$ cat src/rtl/piso_serializer_pkg.sv
// Shared definitions for the serial link blocks.
// Holds the FSM encoding and bit-order constants.
package piso_serializer_pkg;

  typedef enum logic {
    ST_IDLE  = 1'b0,
    ST_SHIFT = 1'b1
  } state_e;

  localparam bit MSB = 1'b1;
  localparam bit LSB = 1'b0;

endpackage

$ cat src/rtl/piso_serializer.sv
// Parallel-in serial-out serializer with a one-word
// holding buffer for gapless back-to-back frames.
module piso_serializer
  import piso_serializer_pkg::*;
#(
  parameter int WIDTH     = 4,
  parameter bit MSB_FIRST = MSB
) (
  input  logic             clk,
  input  logic             rst_n,
  input  logic [WIDTH-1:0] in_data,
  input  logic             in_valid,
  output logic             in_ready,
  input  logic             shift_en,
  output logic             serial_out,
  output logic             serial_valid,
  output logic             last,
  output logic             busy
);

  localparam int CW = $clog2(WIDTH);
  localparam logic [CW-1:0] LAST_CNT = CW'(WIDTH - 1);

  state_e           state_q, state_d;
  logic [WIDTH-1:0] sr_q, sr_d;
  logic [WIDTH-1:0] buf_q, buf_d;
  logic             full_q, full_d;
  logic [CW-1:0]    cnt_q, cnt_d;
  logic [CW-1:0]    idx;
  logic             accept;
  logic             at_end;

  assign in_ready = !full_q;
  assign accept   = in_valid && in_ready;
  assign at_end   = shift_en && (cnt_q == LAST_CNT);

  assign idx = (MSB_FIRST == MSB) ? (LAST_CNT - cnt_q) : cnt_q;

  assign serial_valid = (state_q == ST_SHIFT);
  assign serial_out   = serial_valid && sr_q[idx];
  assign last         = serial_valid && (cnt_q == LAST_CNT);
  assign busy         = serial_valid || full_q;

  // State, shift register, counter and buffer registers.
  always_ff @(posedge clk or negedge rst_n) begin
    if (!rst_n) begin
      state_q <= ST_IDLE;
      sr_q    <= '0;
      buf_q   <= '0;
      full_q  <= 1'b0;
      cnt_q   <= '0;
    end else begin
      state_q <= state_d;
      sr_q    <= sr_d;
      buf_q   <= buf_d;
      full_q  <= full_d;
      cnt_q   <= cnt_d;
    end
  end

  // Next-state: load, advance, refill from buffer or bypass.
  always_comb begin
    state_d = state_q;
    sr_d    = sr_q;
    buf_d   = buf_q;
    full_d  = full_q;
    cnt_d   = cnt_q;
    unique case (state_q)
      ST_IDLE: begin
        if (accept) begin
          sr_d    = in_data;
          cnt_d   = '0;
          state_d = ST_SHIFT;
        end
      end
      ST_SHIFT: begin
        if (shift_en) begin
          if (cnt_q != LAST_CNT) begin
            cnt_d = cnt_q + CW'(1);
          end else if (full_q) begin
            sr_d   = buf_q;
            cnt_d  = '0;
            full_d = 1'b0;
          end else if (accept) begin
            sr_d  = in_data;
            cnt_d = '0;
          end else begin
            state_d = ST_IDLE;
          end
        end
        // A word arriving mid-frame parks in the buffer.
        if (accept && !at_end) begin
          buf_d  = in_data;
          full_d = 1'b1;
        end
      end
      default: state_d = ST_IDLE;
    endcase
  end

endmodule

$ cat config.mk
export PLATFORM = sky130hd
export DESIGN_NAME = piso_serializer
export DESIGN_NICKNAME = d
export VERILOG_FILES = /design/src/rtl/piso_serializer_pkg.sv /design/src/rtl/piso_serializer.sv
export SDC_FILE = /design/constraint.sdc
export NUM_CORES = 1
export LEC_CHECK = 0
export ABC_CLOCK_PERIOD_IN_PS = 1750
export CAP_MARGIN = 20
export CELL_PAD_IN_SITES_DETAIL_PLACEMENT = 1
export CELL_PAD_IN_SITES_GLOBAL_PLACEMENT = 1
export CORE_UTILIZATION = 34
export DETAILED_ROUTE_END_ITERATION = 6
export GPL_TIMING_DRIVEN = 0
export PLACE_DENSITY = 0.76
export SLEW_MARGIN = 0
export SYNTH_ARGS = -nofsm -noshare
export SYNTH_HDL_FRONTEND = slang
export SYNTH_SLANG_ARGS = --single-unit
$ cat constraint.sdc
create_clock -name clk -period 1.75 [get_ports clk]
set_clock_uncertainty 0.05 [all_clocks]
set_input_delay 0.35 -clock clk [delete_from_list [all_inputs] [get_ports clk]]
set_output_delay 0.35 -clock clk [all_outputs]
set_load 0.01 [all_outputs]
==> impl_metrics.ini, run 1 <==
[run_status]
outcome = finished, violations left
violations = negative setup slack

[timing]
rsz0062_at_grt = true
slew_headroom = 0.6310
fmax_ghz = 0.5233
worst_slack_ns = -0.1611
min_period_ns = 1.911
setup_viol_count_final = 6
slew_violations = 0
hold_viol = 0
fin_crit_sh = 1.092
worst-slew-pin-transition_ns = 0.5518

[yosys]
synthCells = 48
synth_top_area_share = 0.4908
synth_seq_cells = 12
yosys-top-cells-area = dfrtp_1 (49%), mux2_4 (9.8%), o22ai_1 (5.1%)
synth.distinct_cells = 23
synth_top_cell_by_area = dfrtp_1
syn-num-nets = 57
ys_warn_count = 0
synth_area_um2 = 611.8
ys_seq_area_frac = 0.4908
syn_area_per_cell_um2 = 12.75

[power]
switching_share = 0.3218
power_switching_uw = 518.3
internal-power_uw = 1092
p_leak_uw = 0.0004190
sequentialPowerShare = 0.310
clkPwrFrac = 0.140
comb_power_share = 0.550
vdd_drop_max_v = 0.0007942
cellPowerDensity_nw_per_um2 = 1775
total_power_uw = 1611

[worst_setup_path]
criticalPathCategory = reg2out
cp.arrival_ns = 1.51
setup.worst_path.end_class = output port
cp-start-kind = flop
path_max_fanout = 2
crit_required_ns = 1.35

[route]
dr.pass1.iters = 2
drt_iter0_drc = 2
drcViolationCount = 0
vias_per_cell = 5.158
routed-via-count = 490
routed_wl_mm = 1.380
wl_per_cell_um = 14.53
final_antenna_net_count = 0

[placed_design]
place_ws_ns = -0.2608
io_buffers = 12
dp_cells = 84
gp_congestion = 0.7359
placed_area_um2 = 762.0
dp_hpwl_um = 867

[floorplanning]
dieArea_um2 = 1973
die_x_um = 44.42
die_y_um = 44.42
initial_core_util = 0.3838
core_area_um2 = 1594
std_cell_rows = 14
pin_count = 13

[worst_hold_path]
hold_class = in2async

[layout]
nFillCells = 170
design_area_um2 = 907.1
area_growth_pct = 48.26
nNetsFinal = 81
multiInputGateArea_um2 = 330.3
fin_cells = 95
final_cell_mix = dfrtp_1 (11), clkdlybuf4s50_1 (7), buf_6 (5), o22ai_1 (5), buf_4 (5)
regArea_um2 = 301.5
diodes = 0
final_util = 0.5691
layout-drive-gt1-share = 0.4085
layout_commonest_cell = dfrtp_1

[global_routing]
grt.total_usage = 0.1612
grt_start_max_net_pins = 13
grt_pass1_wl_mm = 2.214
antenna_found_initial = 0
overflow = 0
grt_pass1_vias = 496

[clock_tree]
clk_pin_slew_worst_paths_ns = 0.09
htreeDepth = 1
cts-root-buf = clkbuf_4
cts_buffers = 3
cts_sinks = 12
insertion_delay_ns = 0.28
cts.path.max_buffers = 2
cts_tree = done

[flow_run]
cap_violations = 0
per-layer routing:
layer / GRT usage / routed length (um) / part of all wire / up-vias
met5: 0 / 0 / 0 / -
met4: 0.03636 / 10 / 0.0072 / 0
li1: - / - / - / 228
met1: 0.1969 / 623 / 0.45 / 247
met2: 0.2706 / 685 / 0.50 / 12
met3: 0.06122 / 60 / 0.043 / 3
through the flow:
step                      hold slack [ns]  TNS, ns
after floorplan                  0.004409        0
after global placement             0.4358   -1.308
after detailed placement           0.4425   -1.594
after CTS                          0.3802  -0.5322
after global routing               0.4145  -0.7178
final                              0.3678  -0.5104
synth_stat cells:
master / count
a21bo_4: 1
a21boi_0: 1
a22o_1: 2
a2bb2oi_1: 3
and2_2: 2
and3_1: 1
and3_2: 1
buf_6: 1
dfrtp_1: 12
ha_1: 1
inv_1: 3
mux2_4: 4
mux2i_1: 1
mux4_2: 1
nand2_1: 1
nand2b_1: 2
nand3_1: 1
o21ai_0: 1
o22ai_1: 5
o2bb2a_1: 1
or2_1: 1
or2_2: 1
or2b_1: 1
sequential cells by signal, indices dropped and copies added (netlist names):
| signal | cells |
|---|---|
| buf_q | 4 |
| sr_q | 4 |
| cnt_q | 2 |
| full_q | 1 |
| serial_valid | 1 |
cells by family (layout without fill, tap and decap cells):
group	Yosys count	in the layout	synth area share
AOI/OAI and AO/OA	14	14	0.1861
muxes	6	6	0.1513
buffers and inverters	4	27	0.03681
and+or+nand+nor	11	11	0.1145
adders and majority gates	1	1	0.02045
DFF	12	12	0.4908
final cells by class:
| type | instances | share of cell area |
|---|---|---|
| multi-input cells | 32 | 0.3641 |
| clock buffers | 4 | 0.04000 |
| inverters | 3 | 0.01241 |
| plain buffers | 1 | 0.01241 |
| flip-flops and latches | 12 | 0.3324 |
| repair buffers | 19 | 0.2055 |
| well taps | 24 | 0.03310 |
critical path, cell delays in order, from the launching register on:
cell     delay (ns)
dfrtp_1        0.37
buf_6          0.11
mux4_2         0.49
and2_4         0.15
buf_6          0.11
power groups by stage:
| stage | Clock [uW] | Sequential [uW] | Combinational, uW |
|---|---|---|---|
| 5_1_grt | 248 | 513 | 956 |
| 6_report | 225 | 500 | 886 |
| 3_5_place_dp | 0 | 513 | 652 |
| 4_1_cts | 233 | 498 | 863 |
| 3_3_place_gp | 0 | 507 | 633 |
| 2_1_floorplan | 0 | 486 | 460 |
timing repair:
item	CTS	global route
endpoints found under the setup margin	8	10
hold buffers	0	0
resized for setup	21	5
pin swaps	4	3
buffers inserted	7	0
final timing paths:
| check | startpoint | end | slack (ns) | cells after the start |
|---|---|---|---|---|
| min reg2reg | buf_q[1] | buf_q[1] | 0.46 | 1 |
| min in group clk | buf_q[1] | buf_q[1] | 0.46 | 1 |
| max in group asynchronous | rst_n | serial_valid | 0.89 | 1 |
| min | rst_n | full_q | 0.37 | 1 |
| max reg2reg | cnt_q[0] | buf_q[0] | -0.10 | 7 |
| max | cnt_q[0] | serial_out | -0.16 | 4 |
Note: power is estimated with default switching activity, not from simulation.
==> run 2: changes to the inputs <==
--- a/config.mk
+++ b/config.mk
@@ -13,7 +13,9 @@
 export DETAILED_ROUTE_END_ITERATION = 6
 export GPL_TIMING_DRIVEN = 0
 export PLACE_DENSITY = 0.76
-export SLEW_MARGIN = 0
+export RECOVER_POWER = 100
+export SKIP_LAST_GASP = 1
+export SLEW_MARGIN = 25
 export SYNTH_ARGS = -nofsm -noshare
 export SYNTH_HDL_FRONTEND = slang
 export SYNTH_SLANG_ARGS = --single-unit
==> run 2 against run 1 <==
Net effect:
- the flow still finishes with violations (negative setup slack)
- die area unchanged
- sequential power is essentially flat
- register-to-register slack worse by 0.03 ns
- critical path depth did not move
- combinational power decreased by 3.0%
==> impl_metrics.ini, run 2 (synthesis gave the netlist of run 1 again) <==
[run_status]
outcome = finished, violations left
violations = negative setup slack

[clock_tree]
cts.path.max_buffers = 2
cts_tree = done
clk_pin_slew_worst_paths_ns = 0.08
insertion_delay_ns = 0.28
cts_sinks = 12
cts-root-buf = clkbuf_4
cts_buffers = 3
cts_hold_buf = 0
htreeDepth = 1

[layout]
nNetsFinal = 81
diodes = 0
final_util = 0.5549
layout-drive-gt1-share = 0.3803
final_cell_mix = dfrtp_1 (11), clkdlybuf4s50_1 (6), o22ai_1 (5)
design_area_um2 = 884.6
area_growth_pct = 44.58
layout_commonest_cell = dfrtp_1
largestRegisters = buf_q x4, sr_q x4, cnt_q x2

[timing]
fmax_ghz = 0.5262
slew_violations = 0
setup_viol_count_final = 5
worst_slack_ns = -0.1503
worst-slew-pin-transition_ns = 0.5553
hold_viol = 0
slew_headroom = 0.6286
rsz0062_at_grt = true
min_period_ns = 1.900
fin_crit_sh = 1.086

[route]
final_antenna_net_count = 0
dr.pass1.iters = 2
vias_per_cell = 5.126
routed-via-count = 487
wl_per_cell_um = 14.33
drcViolationCount = 0
routed_wl_mm = 1.361
drt_iter0_drc = 3

[worst_setup_path]
setup.worst_path.end_class = output port
r2r_start = cnt_q[0]
cp.arrival_ns = 1.50
cp-start-kind = flop
startpoint = cnt_q[0]
criticalPathCategory = reg2out
crit_required_ns = 1.35
path_max_fanout = 2

[global_routing]
grt_start_max_net_pins = 13
antenna_found_initial = 0
grt.total_usage = 0.1637
grt-busiest-layer = met2
grt_pass1_wl_mm = 2.256
met1_usage = 0.1963
grtUsageMet3 = 0.06122
grt_pass1_vias = 501
met2_usage = 0.2794
overflow = 0

[floorplanning]
pin_count = 13
dieArea_um2 = 1973
die_y_um = 44.42
die_x_um = 44.42
initial_core_util = 0.3838
core_area_um2 = 1594
std_cell_rows = 14

[power]
total_power_uw = 1578
vdd_drop_max_v = 0.0007668
cellPowerDensity_nw_per_um2 = 1784
p_leak_uw = 0.0004095

[placed_design]
gp_congestion = 0.7359
placed_area_um2 = 762.0
dp_hpwl_um = 867
io_buffers = 12

[worst_hold_path]
hold_class = in2async

[flow_run]
cap_violations = 0
[run 2: final timing paths]
path | end | slack (ns) | depth (start not counted)
hold / removal | full_q | 0.45 | 1
hold reg to reg | buf_q[1] | 0.46 | 1
setup reg to reg | buf_q[0] | -0.13 | 7
setup / recovery | serial_out | -0.15 | 4
min in group clk | buf_q[1] | 0.46 | 1
max in group asynchronous | serial_valid | 0.81 | 1
[run 2: area by class of cell]
type                       count  area, um^2
timing repair buffer          19       181.4
clock buffer                   4       36.28
inverter                       3       11.26
buffer                         1       5.005
multi-input combinational     32       319.1
sequential                    12       301.5
tap                           24       30.03
fill                         174       709.4
[run 2: worst max-delay path: stages (launching register included)]
cell	delay, ns
dfrtp_1	0.37
buf_6	0.10
mux4_2	0.49
and2_4	0.15
buf_6	0.11
[run 2: repair_timing]
action | in CTS | in global routing
endpoints found under the setup margin | 8 | 12
setup buffers | 7 | 0
gates resized for setup | 17 | 9
pin swaps | 3 | 3
[run 2: layer usage]
layer  vias up  share of wire
li1        227              -
met1       245           0.43
met2        12           0.52
met3         3          0.043
met4         0         0.0073
met5         -              0
[run 2: metrics by stage]
| step | instances | setup slack (ns) | setup TNS [ns] | hold WS (ns) |
|---|---|---|---|---|
| finish | 95 | -0.1503 | -0.6499 | 0.4458 |
| global route | 95 | -0.1970 | -0.9232 | 0.4778 |
| CTS | 95 | -0.1607 | -0.6186 | 0.3802 |
| detailed placement | 84 | -0.2608 | -1.594 | 0.4425 |
| global placement | 84 | -0.2508 | -1.308 | 0.4358 |
| floorplan | 48 | 0.05266 | 0 | 0.004409 |
[run 2: where the power goes]
| group | internal [uW] | leakage (uW) | total, uW | switching, uW |
|---|---|---|---|---|
| clock network | 127 | 0.0000210 | 219 | 92.8 |
| registers | 411 | 0.000136 | 500 | 89.5 |
| logic | 535 | 0.000253 | 859 | 324 |
| total | 1070 | 0.000409 | 1580 | 506 |
==> run 3: changes to the inputs <==
--- a/config.mk
+++ b/config.mk
@@ -9,6 +9,7 @@
 export CAP_MARGIN = 20
 export CELL_PAD_IN_SITES_DETAIL_PLACEMENT = 1
 export CELL_PAD_IN_SITES_GLOBAL_PLACEMENT = 1
+export CORE_MARGIN = 2
 export CORE_UTILIZATION = 34
 export DETAILED_ROUTE_END_ITERATION = 6
 export GPL_TIMING_DRIVEN = 0
==> run 3 against run 2 <==
Net effect:
- the flow still finishes with violations (negative setup slack)
- die area is 9.2% higher
- global-route usage is 1.5 points lower
- first-iteration DRC count grew to 2.7 times the previous value
- flip-flop and latch count stayed put
- sequential share of layout area is 2.1 points higher
- worst hold slack better by 0.011 ns
- utilization is 6.7 points lower
- register-to-register slack better by 0.07 ns
- via count is 7.0% lower
- total power is 8.4% lower
- sequential power hardly changed
- largest cell class unchanged
==> impl_metrics.ini, run 3 (synthesis gave the netlist of run 1 again) <==
[worst_setup_path]
crit_required_ns = 1.35
r2r_start = cnt_q[0]
setup.worst_path.end_class = output port
criticalPathCategory = reg2out
startpoint = cnt_q[0]
path_max_fanout = 5
cp.arrival_ns = 1.41
cp-start-kind = flop

[clock_tree]
cts_sinks = 12
cts_hold_buf = 0
cts.path.max_buffers = 2
insertion_delay_ns = 0.27
htreeDepth = 1
clk_pin_slew_worst_paths_ns = 0.08
cts_buffers = 3
cts_tree = done
cts-root-buf = clkbuf_4

[global_routing]
grt_pass1_wl_mm = 2.152
antenna_found_initial = 0
overflow = 0
grt.total_usage = 0.1487
grt_start_max_net_pins = 13
grt_pass1_vias = 468

[layout]
layout_commonest_cell = dfrtp_1
final_cell_mix = dfrtp_1 (11), clkdlybuf4s50_1 (6), o22ai_1 (5), mux2_4 (4)
diodes = 0
area_growth_pct = 36.20
nNetsFinal = 76
layout-drive-gt1-share = 0.3182
final_util = 0.4879
largestRegisters = buf_q x4, sr_q x4, cnt_q x2

[timing]
rsz0062_at_grt = true
whs_ns = 0.4565
hold_viol = 0
worst_slack_ns = -0.06147
slew_violations = 0
slew_headroom = 0.6186
min_period_ns = 1.811
fin_crit_sh = 1.035
setup_viol_count_final = 6
worst-slew-pin-transition_ns = 0.5702
fmax_ghz = 0.5520

[route]
drt_iter0_drc = 8
dr.pass1.iters = 4
drcViolationCount = 0
final_antenna_net_count = 0
wl_per_cell_um = 14.91
routed_wl_mm = 1.357
route.met3.wl_um = 62
met2_length_um = 642
routed-via-count = 453
vias_per_cell = 4.978
drt-met1-wl_um = 633
highest_layer = met4

[worst_hold_path]
hold_class = in2async

[floorplanning]
initial_core_util = 0.3582
pin_count = 13
die_y_um = 46.42
core_area_um2 = 1708
dieArea_um2 = 2155
die_x_um = 46.42
std_cell_rows = 15

[placed_design]
io_buffers = 12
dp_hpwl_um = 925.7
gp_congestion = 0.7430
place_ws_ns = -0.2710

[power]
cellPowerDensity_nw_per_um2 = 1736
total_power_uw = 1447
p_leak_uw = 0.0003727
vdd_drop_max_v = 0.0004934

[run_status]
violations = negative setup slack
outcome = finished, violations left

[flow_run]
cap_violations = 0
==> run 3: metal layers <==
metal  vias up  global-route usage
met2        12              0.2222
met5         -                   0
met3         2             0.03529
met4         0             0.08571
li1        216                   -
met1       223              0.1942
==> run 3: cell type report <==
cell class / instances / area [um^2]
fillers: 188 / 874.6
multi-input cells: 32 / 302.8
flip-flops and latches: 12 / 301.5
repair buffers: 14 / 138.9
clock buffers: 4 / 36.28
well taps: 25 / 31.28
plain buffers: 1 / 11.26
inverters: 3 / 11.26
==> run 3: what timing repair did <==
item                       CTS  global route
gates resized for setup     13             2
setup buffers                2             0
setup endpoints to repair    8             8
pin swaps                    1             0
==> run 3: path summary, 6_finish.rpt <==
check | end | slack [ns] | cells after the start
worst max-delay path | last | -0.06 | 4
worst min-delay path | buf_q[3] | 0.46 | 1
worst max register to register | buf_q[1] | -0.06 | 6
worst min register to register | sr_q[1] | 0.46 | 1
max in group asynchronous | serial_valid | 0.79 | 1
min in group clk | sr_q[1] | 0.46 | 1
==> run 3: metrics by stage <==
stage	area (um^2)	TNS (ns)	std cells
floorplan	611.8	0	48
global placement	763.2	-1.172	85
detailed placement	763.2	-1.448	85
CTS	830.8	-0.3454	91
global route	833.3	-0.6459	91
finish	833.3	-0.3136	91
==> run 3: critical path: stages, from the launching register on <==
cell	delay (ns)
dfrtp_1	0.40
buf_4	0.16
ha_4	0.17
and2_2	0.19
clkdlybuf4s15_2	0.22
==> run 3: power breakdown <==
group / leakage (uW) / switching (uW) / internal, uW
Sequential: 0.000136 / 88.8 / 410
Clock: 0.0000210 / 94.5 / 126
Combinational: 0.000216 / 283 / 444
==> RTL change 1 (config.mk and constraints of run 3) <==
The parameter `WIDTH` goes from 4 to 8.
--- a/src/rtl/piso_serializer.sv
+++ b/src/rtl/piso_serializer.sv
@@ -3,7 +3,7 @@
 module piso_serializer
   import piso_serializer_pkg::*;
 #(
-  parameter int WIDTH     = 4,
+  parameter int WIDTH     = 8,
   parameter bit MSB_FIRST = MSB
 ) (
   input  logic             clk,
Interface: changed (resized in_data); port bits go from 13 to 17. No check against the original RTL was run, so the function may have changed too.
==> RTL change 1 against run 3 <==
The flow still finishes with violations (negative setup slack). Register-to-register slack lost 0.02 ns. Area after synthesis up 71%. Final area increased by 63%. Sequential cell count rose by 9. Worst setup slack lost 0.19 ns. Cell count grew 59%. Wire length increased by 72%. Power grew 27%. Sequential share of layout area is 2.6 points higher. Non-clock buffer count up 11. Largest power group is now sequential cells.
==> RTL change 1: results (changes against run 3) <==
| Metric | Value |
|---|---|
| Number of global-route vias before repair | `818 (+75%)` |
| Biggest regs | `buf_q (8), sr_q (8), cnt_q (3)` |
| R2r endpoint | `buf_q[4]$_DFFE_PN0P_` |
| Mapped Nets | `99 (+74%)` |
| CP max-delay cell | `mux4_2` |
| Failing checks | `negative setup slack` |
| Setup TNS | `-0.933 ns (-0.619 ns)` |
| Reg2reg setup slack | `-0.08 ns (-0.02 ns)` |
| R2R Path Start | `cnt_q[2]$_DFFE_PN0P_` |
| TritonCTS Buffers | `3 (unchanged)` |
| Worst Path Arrival | `1.60 ns (+0.19 ns)` |
| Hold endpoint | `full_q$_DFFE_PN0P_` |
| Initial antenna violation count | `0 (unchanged)` |
| Hold WS | `0.334 ns (-0.123 ns)` |
| DR vias/cell | `5.46 (+9.6%)` |
| Top cells by count, synth | `dfrtp_1 (21), mux2_2 (9), a2bb2oi_1 (8), nor2_1 (8)` |
| Hold Path Depth | `3` |
| Post-CTS setup buffer count | `7 (+5)` |
| Leakage | `0.593 nW (+59%)` |
| Crit-path leading delay family | `multiplexers` |
| Fraction of layout cells with a size suffix above 1 | `35.7% (+3.9 points)` |
| Worst-Margin Slew | `0.912 ns (+0.342 ns)` |
| Clk Latency, worst-skew pair | `0.31 ns (+0.04 ns)` |
| Met3 Use GR | `1.97% (-1.6 points)` |
| Grt met1 use | `17.6% (-1.8 points)` |
| Area after DPL | `1250 sq um (+63%)` |
| PortBufs | `15 (+3)` |
| Hold Fails Final Rpt | `0 (unchanged)` |
| Hpwl dp | `1.78 mm (+93%)` |
| Worst Path Max Fanout | `4 (-1)` |
| Outcome | `finished with violations` |
| Layout net count | `127 (+67%)` |
| P_int | `1.24 mW (+27%)` |
| Diode count | `0 (unchanged)` |
| Place WS | `-0.392 ns (-0.121 ns)` |
| Hold Path Class | `input port to register` |
| # resized after CTS | `21 (+8)` |
| Finish-stage setup viols | `10 (+4)` |
| Setup ws final | `-0.252 ns (-0.190 ns)` |
| Via count | `791 (+75%)` |
| Synth cell types | `29 (+26%)` |
| DR pass1 iterations | `4 (unchanged)` |
| GRT Overall Usage | `15.4% (+0.49 points)` |
| Clk slew on worst S/H paths | `0.11 ns (+0.03 ns)` |
| GR Layer Usage met2 | `27.3% (+5.1 points)` |
| R2R depth | `6 (unchanged)` |
| First-pass GRT wire length | `3.93 mm (+83%)` |
| Initial DRC Count | `9 (+1)` |
| Cells after synthesis | `85 (+77%)` |
| Largest net degree at the start of global routing | `22 (+9)` |
| Post-synthesis sequential area ratio | `50.1% (+1.0 points)` |
| Max clock buf depth | `2 (unchanged)` |
| Largest stage delay, worst path | `0.55 ns (+0.15 ns)` |
| Routability cong. | `0.702 (-5.5%)` |
| VDD IR-drop max | `0.533 mV (+8.1%)` |
| Largest cells by area after synthesis | `dfrtp_1 (50%), mux2_2 (9.7%), a2bb2oi_1 (6.7%)` |
| Wire per inst | `16.1 um (+7.9%)` |
[RTL change 1: layer usage]
layer / up-vias / part of all wire [%]
met3: 7 / 2.7
met5: - / 0
met2: 16 / 55
li1: 374 / -
met4: 0 / 3.0
met1: 394 / 39
[RTL change 1: layout make-up]
class	count	area, sq um
Buffer	3	26.3
Clock buffer	4	26.3
Fill cell	328	1640
Inverter	4	17.5
Multi-Input combinational cell	57	510
Sequential cell	21	528
Tap cell	33	41.3
Timing Repair Buffer	23	210
[RTL change 1: kinds of logic after synthesis]
| kind of cell | count (synthesis) | synth area share, % |
|---|---|---|
| muxes | 12 | 14.2 |
| AOI/OAI and AO/OA | 24 | 19.6 |
| buffers and inverters | 7 | 3.58 |
| DFF | 21 | 50.1 |
| and+or+nand+nor | 19 | 10.1 |
| adders and majority gates | 2 | 2.39 |
[RTL change 1: how the worst max path moves through the flow]
stage / from / end / slack (ns) / cells after the start
finish: cnt_q[2]$_DFFE_PN0P_ / serial_out / -0.25 / 4
global route: cnt_q[2]$_DFFE_PN0P_ / serial_out / -0.31 / 4
CTS: cnt_q[2]$_DFFE_PN0P_ / serial_out / -0.28 / 4
detailed placement: cnt_q[2]$_DFFE_PN0P_ / serial_out / -0.39 / 4
global placement: cnt_q[2]$_DFFE_PN0P_ / serial_out / -0.31 / 4
floorplan: cnt_q[0]$_DFFE_PN0P_ / buf_q[0]$_DFFE_PN0P_ / -0.02 / 5
[RTL change 1: power by group through the flow]
stage / combinational (mW) / sequential (mW) / clock [mW]
CTS: 0.816 / 0.835 / 0.245
detailed placement: 0.671 / 0.864 / 0
global route: 0.865 / 0.856 / 0.264
global placement: 0.629 / 0.842 / 0
floorplan: 0.486 / 0.803 / 0
finish: 0.783 / 0.828 / 0.233
==> RTL change 2 (config.mk and constraints of run 3) <==
Made on the original files. Take the reset off `sr_q` and `buf_q` and load them in a clocked block of their own.
--- a/src/rtl/piso_serializer.sv
+++ b/src/rtl/piso_serializer.sv
@@ -45,17 +45,18 @@
   always_ff @(posedge clk or negedge rst_n) begin
     if (!rst_n) begin
       state_q <= ST_IDLE;
-      sr_q    <= '0;
-      buf_q   <= '0;
       full_q  <= 1'b0;
       cnt_q   <= '0;
     end else begin
       state_q <= state_d;
-      sr_q    <= sr_d;
-      buf_q   <= buf_d;
       full_q  <= full_d;
       cnt_q   <= cnt_d;
     end
+  end
+
+  always_ff @(posedge clk) begin
+    sr_q  <= sr_d;
+    buf_q <= buf_d;
   end
 
   // Next-state: load, advance, refill from buffer or bypass.
Function: no difference found for any inputs over 10 cycles, from zero or initial values and one cycle with rst_n low; that may be too few to reach the edited logic, so the function may still have changed.
==> RTL change 2 against run 3 <==
The flow still finishes with violations (negative setup slack). Die area up 0.56%. Cell count rose by 7.7%. Hold slack worse by 0.18 ns. Area after synthesis is 0.61% higher. Global-route usage increased by 2.2 points. Wire length grew 11%. Sequential cell count stayed put. Combinational power fell by 48%. Power is 33% lower. Final area grew 3.9%. Worst setup slack got worse by 0.035 ns. Register-to-register slack better by 0.11 ns. Count of clock-buffer cells in the layout decreased by 1. Non-clock buffer count grew 5. Critical endpoint is now serial_out.
==> RTL change 2: results (changes against run 3) <==
| Metric | Value |
|---|---|
| Comb pwr share | `39.1% (-11 points)` |
| Yosys warns | `0 (unchanged)` |
| GRT Overall Usage | `17.1% (+2.2 points)` |
| Outcome | `finished with violations` |
| Post-CTS setup buffer count | `5 (+3)` |
| Synth cell types | `20 (-13%)` |
| Fraction of layout cells with a size suffix above 1 | `30.1% (-1.7 points)` |
| Top cells by count, synth | `edfxtp_1 (8), a21oi_1 (5), mux2i_1 (5), nand2_1 (5)` |
| Routed wire length | `1.50 mm (+11%)` |
| Multi-input logic area | `288 sq um (-5.0%)` |
| Setup ws final | `-0.0962 ns (-0.0347 ns)` |
| Gr ovfl total | `0 (unchanged)` |
| Initial antenna violation count | `0 (unchanged)` |
| Routability cong. | `0.699 (-5.9%)` |
| # resized after CTS | `16 (+3)` |
| Clk Latency, worst-skew pair | `0.28 ns` |
| Hold Path Class | `input port to asynchronous set/reset pin` |
| Worst Path Max Fanout | `3 (-2)` |
| Finish-stage setup viols | `3 (-3)` |
| Worst Path Arrival | `1.45 ns (+0.04 ns)` |
| Leakage | `0.368 nW (-1.2%)` |
| Clk slew on worst S/H paths | `0.08 ns (about the same)` |
| Hpwl dp | `972 um (+5.0%)` |
| Initial DRC Count | `10 (+2)` |
| M1 wire length | `663 um (+4.7%)` |
| Layout net count | `83 (+9.2%)` |
| Final-layout fill cell count | `184 (-2.1%)` |
| Largest net degree at the start of global routing | `11 (-2)` |
| Largest cells by area after synthesis | `edfxtp_1 (39%), dfrtp_1 (16%), mux2i_1 (8.1%)` |
| Place WS | `-0.417 ns (-0.146 ns)` |
| First-pass GRT wire length | `2.39 mm (+11%)` |
| # DRC | `0 (unchanged)` |
| Synth async-reset ratio | `33.3% (-67 points)` |
| Hold Fails Final Rpt | `0 (unchanged)` |
| Wire per inst | `15.3 um (+2.6%)` |
| Number of global-route vias before repair | `524 (+12%)` |
| Psw | `320 uW (-31%)` |
| VDD IR-drop max | `0.685 mV (+39%)` |
| Setup TNS | `-0.186 ns (+0.127 ns)` |
| Post-synthesis sequential area ratio | `55.3% (+6.2 points)` |
| PortBufs | `11 (-1)` |
| Failing checks | `negative setup slack` |
| H-tree depth | `1 (unchanged)` |
| Sequential share of power | `41.7% (+7.2 points)` |
| P_int | `650 uW (-34%)` |
| TritonCTS Buffers | `3 (unchanged)` |
| WL met3 | `71 um (+15%)` |
| Via count | `503 (+11%)` |
| Met2 wire length | `715 um (+11%)` |
| Cells after synthesis | `52 (+8.3%)` |
| Area after DPL | `757 sq um (-0.82%)` |
| Clock root cell | `clkbuf_4` |
| Mapped Nets | `61 (+7.0%)` |
| Number of flops mapped to enable cells by yosys | `8 (+8)` |
| Worst-Margin Slew | `0.347 ns (-0.223 ns)` |
| DP Cell Count | `88 (+3.5%)` |
[RTL change 2: changes by cell type after synthesis, sizes merged, moves of 4 or more]
cell / before / now
o22ai: 5 / 0
nand2: 1 / 5
dfrtp: 12 / 4
mux2i: 1 / 5
a21oi: 0 / 5
edfxtp: 0 / 8
mux2: 4 / 0
[RTL change 2: layout make-up]
class / count / share of cell area (%)
flip-flops and latches: 12 / 39.5
multi-input cells: 36 / 33.2
repair buffers: 17 / 17.9
well taps: 25 / 3.61
clock buffers: 3 / 2.60
plain buffers: 3 / 2.31
clock inverters: 1 / 0.434
inverters: 1 / 0.434
[RTL change 2: routing by layer]
layer	track usage (%)	vias up
li1	-	234
met1	20.9	248
met2	26.4	16
met3	3.53	5
met4	12.0	0
met5	0	-
[RTL change 2: worst max-delay path: stages (launching register included)]
cell and delay (ns):
edfxtp_1 0.42, mux4_2 0.46, and2_1 0.14, buf_2 0.13
[RTL change 2: worst paths after layout]
path	start	end	slack, ns	cells after the start
setup / recovery	sr_q[2]$_DFFE_PP_	serial_out	-0.1	3
hold / removal	rst_n	cnt_q[0]$_DFFE_PN0P_	0.28	1
setup reg to reg	cnt_q[0]$_DFFE_PN0P_	buf_q[1]$_DFFE_PP_	0.05	6
hold reg to reg	buf_q[0]$_DFFE_PP_	sr_q[0]$_DFFE_PP_	0.54	2
max in group asynchronous	rst_n	serial_valid$_DFF_PN0_	1.20	1
min in group clk	in_valid	full_q$_DFFE_PN0P_	0.43	3
[RTL change 2: kinds of logic (layout without fill, tap and decap cells)]
kind of cell | after synthesis | after routing | synth area share (%)
adders and majority gates | 1 | 1 | 2.03
DFF | 12 | 12 | 55.3
and+or+nand+nor | 19 | 19 | 16.9
AOI/OAI and AO/OA | 10 | 10 | 10.6
muxes | 6 | 6 | 11.8
buffers and inverters | 4 | 25 | 3.46
